===== config.mk =====
export PLATFORM = sky130hd
export DESIGN_NAME = traffic_request_front
export DESIGN_NICKNAME = d
export VERILOG_FILES = /design/src/rtl/traffic_pkg.sv /design/src/rtl/debounce_sync.sv /design/src/rtl/traffic_request_front.sv
export SDC_FILE = /design/constraint.sdc
export NUM_CORES = 1
export LEC_CHECK = 0
export ABC_CLOCK_PERIOD_IN_PS = 1300
export CORE_ASPECT_RATIO = 0.7
export CORE_UTILIZATION = 30
export DETAILED_ROUTE_END_ITERATION = 16
export GPL_TIMING_DRIVEN = 0
export SETUP_SLACK_MARGIN = 0.3
export SLEW_MARGIN = 20
export SYNTH_ARGS = -nofsm -noshare
export SYNTH_HDL_FRONTEND = slang
export SYNTH_HIERARCHICAL = 1
export SYNTH_SLANG_ARGS = --single-unit

===== constraint.sdc =====
create_clock -name clk -period 1.3 [get_ports clk]
set_input_delay 0.26 -clock clk [delete_from_list [all_inputs] [get_ports clk]]
set_output_delay 0.26 -clock clk [all_outputs]
set_load 0.02 [all_outputs]

===== src/rtl/traffic_pkg.sv =====
// Shared definitions for the traffic-light request front-end.
package traffic_pkg;

  localparam logic [1:0] StIdle    = 2'd0;
  localparam logic [1:0] StPending = 2'd1;
  localparam logic [1:0] StServing = 2'd2;

  localparam int unsigned DefDebounceCycles = 4;
  localparam int unsigned DefCntW           = 4;

endpackage


===== src/rtl/debounce_sync.sv =====
// Two-flop synchronizer followed by a hold-time debouncer for one raw input.
module debounce_sync #(
  parameter int unsigned DEBOUNCE_CYCLES = 4,
  parameter int unsigned CNT_W           = 4
) (
  input  logic clk,
  input  logic rst,
  input  logic raw_i,
  output logic db_o
);

  localparam logic [CNT_W-1:0] CntMax = CNT_W'(DEBOUNCE_CYCLES - 1);

  logic             s1_q, s2_q;
  logic             db_q, db_d;
  logic [CNT_W-1:0] cnt_q, cnt_d;

  always_ff @(posedge clk or negedge rst) begin
    if (!rst) begin
      s1_q <= 1'b0;
      s2_q <= 1'b0;
    end else begin
      s1_q <= raw_i;
      s2_q <= s1_q;
    end
  end

  // Any return of s2 to the accepted level restarts the count.
  always_comb begin
    db_d  = db_q;
    cnt_d = cnt_q;
    if (s2_q == db_q) begin
      cnt_d = '0;
    end else if (cnt_q == CntMax) begin
      db_d  = s2_q;
      cnt_d = '0;
    end else begin
      cnt_d = cnt_q + 1'b1;
    end
  end

  always_ff @(posedge clk or negedge rst) begin
    if (!rst) begin
      db_q  <= 1'b0;
      cnt_q <= '0;
    end else begin
      db_q  <= db_d;
      cnt_q <= cnt_d;
    end
  end

  assign db_o = db_q;

endmodule


===== src/rtl/traffic_request_front.sv =====
// Debounced car sensor and latched pedestrian walk request for traffic_light.
module traffic_request_front
  import traffic_pkg::*;
#(
  parameter int unsigned DEBOUNCE_CYCLES = DefDebounceCycles,
  parameter int unsigned CNT_W           = DefCntW
) (
  input  logic       clk,
  input  logic       rst,
  input  logic       sensor_raw,
  input  logic       walk_raw,
  input  logic       walkLight,
  output logic       Sensor,
  output logic       walkButton,
  output logic [1:0] req_state
);

  logic sensor_db;
  logic walk_db;
  logic walk_db_q;
  logic press;

  logic [1:0] state_q, state_d;
  logic       rearm_q, rearm_d;
  logic       walk_button_q;

  debounce_sync #(
    .DEBOUNCE_CYCLES(DEBOUNCE_CYCLES),
    .CNT_W          (CNT_W)
  ) u_sensor_db (
    .clk  (clk),
    .rst  (rst),
    .raw_i(sensor_raw),
    .db_o (sensor_db)
  );

  debounce_sync #(
    .DEBOUNCE_CYCLES(DEBOUNCE_CYCLES),
    .CNT_W          (CNT_W)
  ) u_walk_db (
    .clk  (clk),
    .rst  (rst),
    .raw_i(walk_raw),
    .db_o (walk_db)
  );

  assign press = walk_db & ~walk_db_q;

  always_comb begin
    state_d = state_q;
    rearm_d = 1'b0;
    case (state_q)
      StIdle: begin
        if (press) state_d = StPending;
      end
      StPending: begin
        // Presses here are absorbed; the request is already held.
        if (walkLight) state_d = StServing;
      end
      StServing: begin
        if (!walkLight) begin
          state_d = (rearm_q || press) ? StPending : StIdle;
        end else begin
          rearm_d = rearm_q | press;
        end
      end
      default: state_d = StIdle;
    endcase
  end

  always_ff @(posedge clk or negedge rst) begin
    if (!rst) begin
      walk_db_q     <= 1'b0;
      state_q       <= StIdle;
      rearm_q       <= 1'b0;
      walk_button_q <= 1'b0;
    end else begin
      walk_db_q     <= walk_db;
      state_q       <= state_d;
      rearm_q       <= rearm_d;
      walk_button_q <= (state_d == StPending);
    end
  end

  assign Sensor     = sensor_db;
  assign walkButton = walk_button_q;
  assign req_state  = state_q;

endmodule


==> flow_summary.toml <==
[synthesis]
yosysMostFrequentCell = "sky130_fd_sc_hd__dfrtp_1"
post_synth_inst_count = 57
syn_area_um2 = 798
yosys_register_bits = 19
synth_sequential_area_ratio_pct = 59.6
syn_nets = 64
syn_avg_cell_area_um2 = 14.0
synth_top_cell_area_share_pct = 59.6
post_synth_most_frequent_cells = "19 x sky130_fd_sc_hd__dfrtp_1, 4 x sky130_fd_sc_hd__a21oi_1, 3 x sky130_fd_sc_hd__nor2_1, 3 x sky130_fd_sc_hd__nor3_1"
post_synth_edffs = 0
async_reset_ff_share_pct = 100
synth_largest_area_cell = "sky130_fd_sc_hd__dfrtp_1"
yosysWarnings = 6
synthTopCellsByArea = "sky130_fd_sc_hd__dfrtp_1 60%, sky130_fd_sc_hd__a2111oi_4 3.4%, sky130_fd_sc_hd__ha_1 3.1%"
synth-main-ff-cell = "sky130_fd_sc_hd__dfrtp_1"
yosys.cell_types.count = 23

[place]
gpl_congestion = 0.763
placement.setup.worst_slack_ns = -0.0845
port_buffers = 8
detailed_place_hpwl_um = 807

[detailed_routing]
top_signal_layer_used = "met4"
post-route-drc-count = 0
detailedRoute.firstPassIterationCount = 4
met1_length_um = 683
detailroute.wirelength.met2_um = 659
routed_wirelength_um = 1440
wl_per_cell_um = 12.3
detail-route-antenna-nets = 0
dr.first_iter.drc_count = 38
viasPerCell = 4.73
vias = 553
dr_wl_met3_um = 80

[global_route]
pin_count_of_the_biggest_net_entering_global_routing = 20
grt.overflow.total = 0
antenna_found_initial = 0
grt_first_pass_wirelength_um = 2180
vias_in_the_first_global_route = 480
globalRouteTotalUtil_pct = 10.9

[layout]
post_route_cells_drive_above_1_share_pct = 56.6
area_added_between_synthesis_and_finish_pct = 47.3
num-fill-cells = 224
n_antenna_cell = 0
design.final.nets = 91
utilization_pct = 47.1

[timing]
timing.slew.headroom_pct = 43.2
finalHoldViolations = 0
finalSetupViolCount = 0
max_freq_mhz = 833
setup_repair_after_global_routing_missed_its_margin = "true"
max_slew_violation_count = 0
tightest_slew_ns = 0.853
period_needed_ns = 1.20
finalClockSkew_ns = 0.00508
post-route-period-util_pct = 92.4
final.setup.worst_slack_ns = 0.0989

[cts]
insertion_delay_to_the_later_sink_of_the_worst_skew_pair_ns = 0.25
clkSinkCount = 19
max-clock-path-buffers = 2
cts_max_level = 1
cts.root.buffer_cell = "sky130_fd_sc_hd__clkbuf_8"
tritoncts = "yes"
cts.reportedPaths.clkPinSlew_ns = 0.07
cts_inserted_buffers = 3
post_cts_hold_buffer_count = 0

[floorplan]
dieHeight_um = 45.2
floorplan.die.width_um = 63.7
std_cell_rows = 15
top_level_ports = 9
initial_core_util_pct = 32.0
dieArea_um2 = 2870
core_um2 = 2500

[worst_setup_path]
endpoint_kind = "flip-flop"
timing.rr.start = "u_sensor_db/cnt_q[0]"
timing.rr.end = "u_sensor_db/db_o"
setup.reg_to_reg.worst_slack_ns = 0.1
cp_slowest_stage_delay_ns = 0.38
worst-endpoint-required_ns = 1.44
critical-path-slowest-cell = "sky130_fd_sc_hd__dfrtp_1"
rr_worst_depth = 3
critical_path_class = "flip-flop to flip-flop"
timing.critical_path.cells = "ha_2 -> nor3b_4 -> mux2_4"
cp_arrival_ns = 1.34
cp-start-kind = "flip-flop"
largest_fanout_of_any_net_on_the_critical_path = 2

[pwr]
power.static_leakage_nw = 0.486
power-per-cell-area_nw_per_um2 = 1980
p_total_mw = 2.33
ir_drop_v = 0.000703

[status]
run_status = "completed"

[hold_path]
hold_path.class = "primary input to async pin"

[job]
drv_cap = 0
==> critical path: cells and delay by family, from the launching register on <==
kind,cells,cell delay (ns)
flops,1,0.38
mux,1,0.31
simple gates,1,0.20
fa+ha+maj,1,0.19
==> worst max path at each step <==
| stage | from | endpoint | slack, ns | depth (start not counted) |
|---|---|---|---|---|
| final | u_sensor_db/cnt_q[0] | u_sensor_db/db_o | 0.1 | 3 |
| after global routing | u_sensor_db/cnt_q[0] | u_sensor_db/db_o | 0.07 | 3 |
| after CTS | u_sensor_db/cnt_q[0] | u_sensor_db/db_o | 0.12 | 3 |
| after detailed placement | req_state[0] | req_state[0] | -0.08 | 1 |
| after global placement | req_state[0] | req_state[0] | -0.06 | 1 |
| after floorplan | u_walk_db/cnt_q[0] | u_walk_db/db_o | 0.13 | 3 |
==> sequential cells by signal, indices dropped and copies added (netlist names) <==
name	cells
u_sensor_db/s1_q	1
u_sensor_db/cnt_q	4
u_walk_db/s2_q	1
walkButton	1
u_walk_db/cnt_q	4
u_sensor_db/s2_q	1
u_walk_db/s1_q	1
u_sensor_db/db_o	1
u_walk_db/db_o	1
req_state	2
rearm_q	1
walk_db_q	1
==> placed cells by master (no fill, tap or decap), types with 2 or more instances in the layout <==
cell / synthesis / layout
sky130_fd_sc_hd__a2111oi_4: 1 / 2
sky130_fd_sc_hd__o31ai_1: 2 / 2
sky130_fd_sc_hd__dfrtp_2: 0 / 7
sky130_fd_sc_hd__nor3_1: 3 / 2
sky130_fd_sc_hd__dlygate4sd2_1: 0 / 2
sky130_fd_sc_hd__nand3b_1: 2 / 2
sky130_fd_sc_hd__nor2_1: 3 / 3
sky130_fd_sc_hd__nor3b_4: 0 / 2
sky130_fd_sc_hd__xnor2_2: 0 / 2
sky130_fd_sc_hd__and4_4: 2 / 2
sky130_fd_sc_hd__dfrtp_1: 19 / 12
sky130_fd_sc_hd__buf_6: 0 / 7
sky130_fd_sc_hd__clkdlybuf4s50_1: 0 / 2
sky130_fd_sc_hd__buf_4: 0 / 11
sky130_fd_sc_hd__ha_2: 0 / 2
sky130_fd_sc_hd__clkbuf_8: 0 / 3
sky130_fd_sc_hd__a21oi_2: 1 / 2
sky130_fd_sc_hd__nor2b_1: 2 / 2
sky130_fd_sc_hd__a21oi_1: 4 / 3
sky130_fd_sc_hd__mux2_4: 0 / 2
==> routing by layer <==
layer	up-vias	GRT usage, %
met4	0	5.45
met2	15	17.9
li1	262	-
met3	2	5.30
met5	-	0
met1	274	12.0
==> cell families (layout without fill, tap and decap cells) <==
family / count (synthesis) / after routing / share of synthesized area [%]
AO/OA/AOI/OAI: 12 / 12 / 13.9
XOR/XNOR: 3 / 3 / 3.29
adder cells (fa/ha/maj): 2 / 2 / 3.13
buffers and inverters: 0 / 26 / 0
flip-flops: 19 / 19 / 59.6
multiplexers: 2 / 2 / 2.82
AND/OR/NAND/NOR: 19 / 19 / 17.2
==> power by group <==
group / switching, mW / total (mW) / internal (mW)
registers: 0.125 / 0.872 / 0.747
clock network: 0.193 / 0.410 / 0.218
logic: 0.449 / 1.05 / 0.600
total: 0.766 / 2.33 / 1.57
==> per-stage QoR <==
stage	instances	setup TNS [ns]	hold slack, ns	area (µm²)
after global routing	117	0	0.300	1180
final	117	0	0.221	1180
after global placement	99	-1.02	0.333	946
after floorplan	57	0	-0.0356	823
after CTS	112	0	0.249	1080
after detailed placement	99	-1.26	0.335	946
==> cell type report <==
class	instances	area [µm²]	area share [%]
timing repair buffer	22	199	16.9
sequential	19	484	41.2
tap	34	42.5	3.62
multi-input combinational	38	405	34.5
clock buffer	4	45.0	3.83
==> what timing repair did <==
item	CTS	global route
setup buffers	9	5
pin swaps	2	7
gates resized for setup	28	16
hold endpoints to repair	0	0
endpoints found under the setup margin	32	17
(Power assumes the default switching activity.)
